===== src/rtl/div_unit_pkg.sv =====
// Shared types for the iterative RV32M divider: operation encodings and FSM states.
package div_unit_pkg;

  typedef enum logic [1:0] {
    OP_DIV  = 2'b00,
    OP_DIVU = 2'b01,
    OP_REM  = 2'b10,
    OP_REMU = 2'b11
  } div_op_e;

  typedef enum logic [1:0] {
    IDLE,
    BUSY,
    DONE
  } div_state_e;

endpackage


===== src/rtl/div_unit_if.sv =====
// Request/response handshake bundle between the execute stage and div_unit.
interface div_unit_if #(
  parameter int WIDTH     = 32,
  parameter int TAG_WIDTH = 5
);
  logic                 flush;
  logic                 in_valid;
  logic                 in_ready;
  logic [1:0]           in_op;
  logic [WIDTH-1:0]     in_dividend;
  logic [WIDTH-1:0]     in_divisor;
  logic [TAG_WIDTH-1:0] in_tag;
  logic                 out_valid;
  logic                 out_ready;
  logic [WIDTH-1:0]     out_result;
  logic [TAG_WIDTH-1:0] out_tag;

  modport master (
    output flush, in_valid, in_op, in_dividend, in_divisor, in_tag, out_ready,
    input  in_ready, out_valid, out_result, out_tag
  );

  modport slave (
    input  flush, in_valid, in_op, in_dividend, in_divisor, in_tag, out_ready,
    output in_ready, out_valid, out_result, out_tag
  );
endinterface


===== src/rtl/div_unit_step.sv =====
// One combinational restoring-division iteration on a WIDTH+1-bit shifted remainder.
module div_step #(
  parameter int WIDTH = 32
) (
  input  logic [WIDTH-1:0] rem,
  input  logic             next_bit,
  input  logic [WIDTH-1:0] divisor,
  output logic [WIDTH-1:0] rem_next,
  output logic             q_bit
);

  logic [WIDTH:0] shifted;
  logic [WIDTH:0] diff;

  assign shifted = {rem, next_bit};
  assign diff    = shifted - {1'b0, divisor};
  // shifted < 2*divisor, so the top bit of diff is set exactly when the subtraction borrows
  assign q_bit    = ~diff[WIDTH];
  assign rem_next = q_bit ? diff[WIDTH-1:0] : shifted[WIDTH-1:0];

endmodule


===== src/rtl/div_unit.sv =====
// Iterative radix-2 RV32M divider (DIV/DIVU/REM/REMU), one quotient bit per cycle.
// Optional DIV_UNIT_FAST_SPECIAL_EN: resolve divide-by-zero and signed overflow at acceptance.
module div_unit
  import div_unit_pkg::*;
#(
  parameter int WIDTH     = 32,
  parameter int TAG_WIDTH = 5
) (
  input  logic       clk,
  input  logic       rst_n,
  div_unit_if.slave  bus
);

  localparam int             CW       = $clog2(WIDTH + 1);
  localparam logic [CW-1:0]  CNT_INIT = CW'(WIDTH);

  div_state_e           state;
  logic [WIDTH-1:0]     dvd;
  logic [WIDTH-1:0]     dsr;
  logic [WIDTH-1:0]     prem;
  logic [CW-1:0]        cnt;
  logic                 sel_rem;
  logic                 q_neg;
  logic                 r_neg;
  logic [TAG_WIDTH-1:0] tag;
  logic                 out_valid;
  logic [WIDTH-1:0]     out_result;
  logic [TAG_WIDTH-1:0] out_tag;

  div_op_e          req_op;
  logic             req_signed;
  logic             a_neg;
  logic             b_neg;
  logic [WIDTH-1:0] a_abs;
  logic [WIDTH-1:0] b_abs;
  logic [WIDTH-1:0] prem_next;
  logic             q_bit;
  logic [WIDTH-1:0] quo_fix;
  logic [WIDTH-1:0] rem_fix;
  logic [WIDTH-1:0] result;

  assign req_op     = div_op_e'(bus.in_op);
  assign req_signed = (req_op == OP_DIV) || (req_op == OP_REM);
  assign a_neg      = req_signed & bus.in_dividend[WIDTH-1];
  assign b_neg      = req_signed & bus.in_divisor[WIDTH-1];
  assign a_abs      = a_neg ? -bus.in_dividend : bus.in_dividend;
  assign b_abs      = b_neg ? -bus.in_divisor  : bus.in_divisor;

  // A zero divisor leaves the all-ones quotient unsigned; |MIN| / 1 already yields MIN.
  assign quo_fix = (q_neg && (dsr != '0)) ? -dvd : dvd;
  assign rem_fix = r_neg ? -prem : prem;
  assign result  = sel_rem ? rem_fix : quo_fix;

`ifdef DIV_UNIT_FAST_SPECIAL_EN
  logic             b_zero;
  logic             ovf;
  logic [WIDTH-1:0] special_result;

  assign b_zero = (bus.in_divisor == '0);
  assign ovf    = req_signed && (bus.in_dividend == {1'b1, {(WIDTH-1){1'b0}}})
                             && (bus.in_divisor == '1);
  always_comb begin
    special_result = '0;
    if (b_zero)
      special_result = bus.in_op[1] ? bus.in_dividend : '1;
    else
      special_result = bus.in_op[1] ? '0 : {1'b1, {(WIDTH-1){1'b0}}};
  end
`endif

  div_step #(.WIDTH(WIDTH)) u_step (
    .rem      (prem),
    .next_bit (dvd[WIDTH-1]),
    .divisor  (dsr),
    .rem_next (prem_next),
    .q_bit    (q_bit)
  );

  always_ff @(posedge clk or negedge rst_n) begin
    if (!rst_n) begin
      state      <= IDLE;
      dvd        <= '0;
      dsr        <= '0;
      prem       <= '0;
      cnt        <= '0;
      sel_rem    <= 1'b0;
      q_neg      <= 1'b0;
      r_neg      <= 1'b0;
      tag        <= '0;
      out_valid  <= 1'b0;
      out_result <= '0;
      out_tag    <= '0;
    end else if (bus.flush) begin
      state     <= IDLE;
      out_valid <= 1'b0;
    end else begin
      case (state)
        IDLE: begin
          if (bus.in_valid) begin
            dvd     <= a_abs;
            dsr     <= b_abs;
            prem    <= '0;
            cnt     <= CNT_INIT;
            sel_rem <= (req_op == OP_REM) || (req_op == OP_REMU);
            q_neg   <= a_neg ^ b_neg;
            r_neg   <= a_neg;
            tag     <= bus.in_tag;
            state   <= BUSY;
`ifdef DIV_UNIT_FAST_SPECIAL_EN
            if (b_zero || ovf) begin
              state      <= DONE;
              out_valid  <= 1'b1;
              out_result <= special_result;
              out_tag    <= bus.in_tag;
            end
`endif
          end
        end
        BUSY: begin
          // Quotient bits enter at the bottom as dividend bits leave the top
          prem <= prem_next;
          dvd  <= {dvd[WIDTH-2:0], q_bit};
          cnt  <= cnt - 1'b1;
          if (cnt == 1) state <= DONE;
        end
        DONE: begin
          if (!out_valid) begin
            out_valid  <= 1'b1;
            out_result <= result;
            out_tag    <= tag;
          end else if (bus.out_ready) begin
            out_valid <= 1'b0;
            state     <= IDLE;
          end
        end
        default: state <= IDLE;
      endcase
    end
  end

  assign bus.in_ready   = (state == IDLE);
  assign bus.out_valid  = out_valid;
  assign bus.out_result = out_result;
  assign bus.out_tag    = out_tag;

endmodule


===== src/flat_wrapper.sv =====
// flat-port wrapper written by rule: the top's interface ports become plain ports
module div_unit_flat import div_unit_pkg::*;
#(
  parameter int WIDTH     = 32,
  parameter int TAG_WIDTH = 5
)
  (clk, rst_n, bus_flush, bus_in_valid, bus_in_op, bus_in_dividend, bus_in_divisor, bus_in_tag, bus_out_ready, bus_in_ready, bus_out_valid, bus_out_result, bus_out_tag);
  div_unit_if #(.WIDTH(WIDTH), .TAG_WIDTH(TAG_WIDTH)) bus_i ();
  input  logic clk;
  input  logic rst_n;
  input wire logic [$bits(bus_i.flush)-1:0] bus_flush;
  input wire logic [$bits(bus_i.in_valid)-1:0] bus_in_valid;
  input wire logic [$bits(bus_i.in_op)-1:0] bus_in_op;
  input wire logic [$bits(bus_i.in_dividend)-1:0] bus_in_dividend;
  input wire logic [$bits(bus_i.in_divisor)-1:0] bus_in_divisor;
  input wire logic [$bits(bus_i.in_tag)-1:0] bus_in_tag;
  input wire logic [$bits(bus_i.out_ready)-1:0] bus_out_ready;
  output wire logic [$bits(bus_i.in_ready)-1:0] bus_in_ready;
  output wire logic [$bits(bus_i.out_valid)-1:0] bus_out_valid;
  output wire logic [$bits(bus_i.out_result)-1:0] bus_out_result;
  output wire logic [$bits(bus_i.out_tag)-1:0] bus_out_tag;
  assign bus_i.flush = bus_flush;
  assign bus_i.in_valid = bus_in_valid;
  assign bus_i.in_op = bus_in_op;
  assign bus_i.in_dividend = bus_in_dividend;
  assign bus_i.in_divisor = bus_in_divisor;
  assign bus_i.in_tag = bus_in_tag;
  assign bus_i.out_ready = bus_out_ready;
  assign bus_in_ready = bus_i.in_ready;
  assign bus_out_valid = bus_i.out_valid;
  assign bus_out_result = bus_i.out_result;
  assign bus_out_tag = bus_i.out_tag;
  div_unit #(.WIDTH(WIDTH), .TAG_WIDTH(TAG_WIDTH)) u_core (.clk(clk), .rst_n(rst_n), .bus(bus_i));
endmodule

===== config.mk =====
export PLATFORM = sky130hd
export DESIGN_NAME = div_unit_flat
export DESIGN_NICKNAME = d
export VERILOG_FILES = /design/src/rtl/div_unit_pkg.sv /design/src/rtl/div_unit_if.sv /design/src/rtl/div_unit_step.sv /design/src/rtl/div_unit.sv /design/src/flat_wrapper.sv
export SDC_FILE = /design/constraint.sdc
export NUM_CORES = 1
export LEC_CHECK = 0
export ABC_AREA = 1
export CAP_MARGIN = 0
export CELL_PAD_IN_SITES_DETAIL_PLACEMENT = 0
export CELL_PAD_IN_SITES_GLOBAL_PLACEMENT = 1
export CORE_ASPECT_RATIO = 0.7
export CORE_MARGIN = 3
export CORE_UTILIZATION = 44
export CTS_BUF_LIST = sky130_fd_sc_hd__clkbuf_16
export DETAILED_ROUTE_END_ITERATION = 10
export GPL_TIMING_DRIVEN = 1
export PLACE_DENSITY = 0.92
export REMOVE_ABC_BUFFERS = 1
export SKIP_CTS_REPAIR_TIMING = 1
export SYNTH_ARGS = -nofsm -noshare
export SYNTH_HDL_FRONTEND = slang
export SYNTH_HIERARCHICAL = 1
export SYNTH_SLANG_ARGS = --single-unit

===== constraint.sdc =====
create_clock -name clk -period 4.6 [get_ports clk]
set_input_delay 0.46 -clock clk [delete_from_list [all_inputs] [get_ports clk]]
set_output_delay 0.46 -clock clk [all_outputs]
set_load 0.02 [all_outputs]

* Word level (Yosys, flattened, before mapping)
Cells that the tools add are included.
** Operators by class
- Add/sub/neg operators :: 6
- Multiply operators :: 0
- Div/mod/pow operators :: 0
- Order comparisons :: 0
- Equal/unequal tests :: 10
- Shift operators :: 0
- Mux-type cells :: 22
- Bitwise operators :: 6
- Reduce and logical (&&, ||, !) cells :: 12
** Operators with widths (count)
- $mux 32 :: 8
- $neg 32->32 :: 4
- $pmux 32 s2 :: 2
- $sub 33x32->33 :: 1
- $reduce_bool 32->1 :: 1
- $pmux 6 s2 :: 1
- $mux 2 :: 5
- $reduce_and 3->1 :: 3
- $eq 2x2->1 const B :: 3
- $eq 6x1->1 const B :: 1
- $mux 6 :: 1
- $ne 3x2->1 const B :: 2
- $ne 3x3->1 const B :: 2
- $pmux 2 s3 :: 1
- $sub 6x1->6 const B :: 1
- $logic_not 2->1 :: 2
- $mux 1 :: 4
- $reduce_and 4->1 :: 1
- $reduce_bool 2->1 :: 2
- $not 1->1 :: 3
- $and 1x1->1 :: 2
- $eq 2x1->1 const B :: 1
- $logic_or 1x1->1 :: 2
- $ne 2x2->1 const B :: 1
- 2 further kinds :: 2
** Word-level totals
- Register bits after elaboration :: 150
- Latch bits :: 0
- RAM bits :: 0
- Memory bits (read-only) :: 0
- Bits of input ports :: 76
- Output and inout bits :: 39
- Logic and storage cells :: 68
- Memories :: 0

* Depth between registers and ports, before layout
- Depth after elaboration :: 6
- Gate-level depth with buffers :: 19
- Depth with buffers taken out :: 18

* By module
The synthesis kept the hierarchy.
** By module, submodules not included
- div_unit :: times used 1, cells an instance 1560, area an instance 10090.9 um^2, seq. area each 3753.6 um^2
- div_step :: times used 1, cells an instance 683, area an instance 3163.0 um^2, seq. area each 0.0 um^2

* Least setup slack after synthesis
No wires, ideal clock.
- Path kind :: register to register
- From :: register u_core.dvd[31]
- To :: register u_core.prem[5]
- Library setup time :: 0.122 ns
- Arrival time :: 2.201 ns
- Required time :: 4.478 ns
- Slack :: 2.278 ns
- Stages on the path, launching flop included :: 18
- Buffers on the path :: 1
- Clock period less this slack :: 2.322 ns
- Cell sequence :: dfrtp_1 inv_1 ha_1 fa_1 inv_1 nand2_1 nand2_1 nand3_1 nand2_2 nand2_1 nand2_2 nand2_2 nand3_1 nand2_4 buf_4 nand2_1 nand2_1 a32o_1
** On the way
- Longest elaborated chain between the ends :: 3
** RTL lines
- start, declared :: RTL line div_unit.sv:18 : logic [WIDTH-1:0] dvd;
- start signal, assigned :: RTL line div_unit.sv:100 : dvd <= a_abs;
- start signal, assigned :: RTL line div_unit.sv:122 : dvd <= {dvd[WIDTH-2:0], q_bit};
- $sub 33x32->33 :: RTL line div_unit_step.sv:16 : assign diff = shifted - {1'b0, divisor};
- $mux 32 :: RTL line div_unit_step.sv:19 : assign rem_next = q_bit ? diff[WIDTH-1:0] : shifted[WIDTH-1:0];
- via u_core.prem_next[5] :: RTL line div_unit.sv:36 : logic [WIDTH-1:0] prem_next;
- $pmux 32 s2 :: RTL line div_unit.sv:97 : case (state)
- end signal, assigned :: RTL line div_unit.sv:121 : prem <= prem_next;
- end, declared :: RTL line div_unit.sv:20 : logic [WIDTH-1:0] prem;
The timed path passes the listed nets, and every way through them passes these cells.
A chain may end at the register's enable or synchronous reset.

* Worst setup path after layout
- From :: register u_core.dvd[31]
- To :: register u_core.prem[7]
Same word-level chain as after synthesis.

==> flow_metrics.env <==
export IMPL_drc=0
export IMPL_die_x_um=213
export IMPL_drv_slew=0
export IMPL_io_buffers=114
export IMPL_layout_drive_gt1_share_pct=3.55
export IMPL_cts_max_level=4
export IMPL_dp_cells=2682
export IMPL_required_ns=4.96
export IMPL_grt_ovfl_total=0
export IMPL_synth_top_area_share_pct=28.3
export IMPL_ys_seq_area_share_pct=28.3
export IMPL_fin_crit_ns=2.79
export IMPL_finalHoldViolations=0
export IMPL_antenna_found_initial=0
export IMPL_setup_violations=0
export IMPL_slew_headroom_pct=33.3
export IMPL_clk_path_buf_depth=2
export IMPL_drt_iter0_drc=1640
export IMPL_route_detailed_wl_per_inst_um=17.1
export IMPL_grt_pass1_wl_um=71800
export IMPL_hold_path_class="input pin to async pin"
export IMPL_worstSkewPairLatency_ns=0.45
export IMPL_rows=52
export IMPL_fin_setup_tns_ns=0
export IMPL_synth_avg_cell_area_um2=5.91
export IMPL_fin_area_um2=15200
export IMPL_initial_core_util_pct=45.3
export IMPL_coreArea_um2=29300
export IMPL_syn_area_um2=13300
export IMPL_num_antenna_cells=0
export IMPL_status="completed"
export IMPL_ys_types=42
export IMPL_nets=2438
export IMPL_p_per_area_nw_per_um2=768
export IMPL_drt_met1_wl_um=23700
export IMPL_finClkSkew_ns=0.0166
export IMPL_path_class="flop to flop"
export IMPL_die_h_um=151
export IMPL_yosysWarnings=6
export IMPL_routabilityCongestion=0.998
export IMPL_ios=115
export IMPL_firstDrtPassIters=6
export IMPL_ys_ff_latch=150
export IMPL_cap_viol_max_count=0
export IMPL_cp_end_kind="flop"
export IMPL_met2_wirelength_um=17600
export IMPL_yosysTopAreaCell="dfrtp_1"
export IMPL_cts_tree="yes"
export IMPL_worst_pin_slew_ns=1.00
export IMPL_crit_arrival_ns=3.15
export IMPL_synth_area_leaders="dfrtp_1 (28%), nand2_1 (21%), inv_1 (8.9%), nand3_1 (8.1%), nor2_1 (6.9%)"
export IMPL_clk_pin_slew_ns=0.07
export IMPL_top_layer="met4"
export IMPL_rsz0062_at_grt="false"
export IMPL_hpwl_um=37300
export IMPL_drtAntennaViolNets=0
export IMPL_areaGrowthSynthToFinish_pct=15.0
export IMPL_vdd_drop_max_uv=432
export IMPL_grt_max_degree=87
export IMPL_hold_slack_ns=0.0756
export IMPL_fin_ws_ns=1.81
export IMPL_cp_max_fo=33
export IMPL_drt_total_wl_um=46500
export IMPL_root_buffer="clkbuf_16"
export IMPL_synthCells=2243
export IMPL_cp_start_kind="flop"
export IMPL_place_ws_ns=1.86
export IMPL_dpl_instance_area_um2=14700
export IMPL_post_route_period_util_pct=60.7
export IMPL_finalPower_mw=11.7
export IMPL_fmax_mhz=358
export IMPL_dieArea_um2=32300
export IMPL_drt_vias_per_instance=5.41
export IMPL_gr_usage_all_layers_pct=28.7
export IMPL_cts_sinks=150
export IMPL_dr_wl_met3_um=4780
export IMPL_cts_inserted_buffers=17
export IMPL_fin_util_pct=52.1
export IMPL_vias=14700
export IMPL_grt_pass1_vias=12900
export IMPL_power_leakage_nw=8.06
export IMPL_final_cells=2714
==> synthesized netlist by cell type <==
master    instances
nand2_1         758
inv_1           316
nor2_1          244
nand3_1         215
o21ai_0         166
dfrtp_1         150
a21oi_1         103
xor2_1           39
ha_1             38
clkbuf_1         35
nand4_1          34
buf_2            20
nor3_1           17
nand2_2          11
nand3b_1          9
o21bai_1          8
a31oi_1           7
inv_2             7
o211ai_1          7
xnor2_1           7
nor2_2            6
o21ai_1           6
or2_2             6
and2_1            4
buf_4             3
buf_6             3
a21oi_2           2
a32o_1            2
buf_1             2
nand2_4           2
nor2_4            2
o21ai_2           2
o22ai_1           2
or2_1             2
and3_1            1
fa_1              1
nor3_2            1
nor3_4            1
nor3b_1           1
o221ai_1          1
o22a_1            1
o31ai_1           1
==> cell families (layout without fill, tap and decap cells) <==
logic type	after synthesis	count (layout)	synth area share [%]
buffers and inverters	386	479	11.4
xor gates and xnor gates	46	46	3.04
adders and majority gates	39	39	3.74
DFF	150	150	28.3
and+or+nand+nor	1314	1314	41.3
AOI/OAI and AO/OA	308	308	12.3
==> power breakdown <==
group	total, mW	switching [mW]	internal [mW]	leakage [nW]
sequential	2.71	0.788	1.92	1.88
combinational	7.56	5.12	2.44	5.89
clock	1.45	0.633	0.815	0.290
==> worst paths after layout <==
| kind | start | endpoint | slack [ns] | depth (start not counted) |
|---|---|---|---|---|
| hold / removal | rst_n | u_core/prem[31]$_DFFE_PN0P_ | 0.08 | 1 |
| max in group asynchronous | rst_n | u_core/bus.out_result[16]$_DFFE_PN0P_ | 3.47 | 2 |
| min in group clk | u_core/bus.out_result[29]$_DFFE_PN0P_ | u_core/bus.out_result[29]$_DFFE_PN0P_ | 0.48 | 2 |
| setup reg to reg | u_core/dvd[31]$_DFFE_PN0P_ | u_core/prem[7]$_DFFE_PN0P_ | 1.81 | 18 |
| hold reg to reg | u_core/bus.out_result[29]$_DFFE_PN0P_ | u_core/bus.out_result[29]$_DFFE_PN0P_ | 0.48 | 2 |
| setup / recovery | u_core/dvd[31]$_DFFE_PN0P_ | u_core/prem[7]$_DFFE_PN0P_ | 1.81 | 18 |
==> per-layer routing <==
metal | GRT usage [%] | vias to the layer above
met4 | 4.39 | 0
met2 | 37.3 | 565
li1 | - | 7261
met1 | 47.0 | 6832
met5 | 0 | -
met3 | 7.33 | 30
==> critical path, stage by stage, from the launching register on <==
cell and delay [ns]:
dfrtp_1 0.49, inv_1 0.08, ha_1 0.23, fa_1 0.40
inv_1 0.11, nand2_1 0.06, nand2_1 0.07, nand3_1 0.08
nand2_2 0.13, nand2_1 0.08, nand2_2 0.08, nand2_2 0.07
nand2_2 0.09, nand2_2 0.07, nand2_4 0.29, nand2_1 0.10
nand2_1 0.09, nand3_1 0.08, o21ai_0 0.10
==> flip-flops by register name, summed over array words and instances (netlist names) <==
register / flops
u_core/r_neg: 1
u_core/bus.out_valid: 1
u_core/prem: 32
u_core/dsr: 32
u_core/bus.out_result: 32
u_core/cnt: 6
u_core/dvd: 32
u_core/bus.out_tag: 5
u_core/sel_rem: 1
u_core/q_neg: 1
u_core/tag: 5
u_core/state: 2
==> placed cells by master (no fill, tap or decap), types with 8 or more instances in the layout <==
cell / netlist / final
nand2_1: 758 / 758
inv_1: 316 / 317
nor2_1: 244 / 243
nand3_1: 215 / 215
o21ai_0: 166 / 166
dfrtp_1: 150 / 149
clkdlybuf4s50_1: 0 / 113
a21oi_1: 103 / 103
xor2_1: 39 / 39
ha_1: 38 / 38
nand4_1: 34 / 34
clkbuf_16: 0 / 17
nor3_1: 17 / 17
nand2_2: 11 / 11
buf_4: 3 / 10
nand3b_1: 9 / 9
o21bai_1: 8 / 8
==> final cells by class <==
class | instances | area, um2
clock inverter | 15 | 169
tap | 378 | 473
timing repair buffer | 124 | 1220
sequential | 150 | 3750
multi-input combinational | 1707 | 8000
inverter | 323 | 1210
fill | 3089 | 14000
clock buffer | 17 | 425
Power figures use the tool's default switching activity.
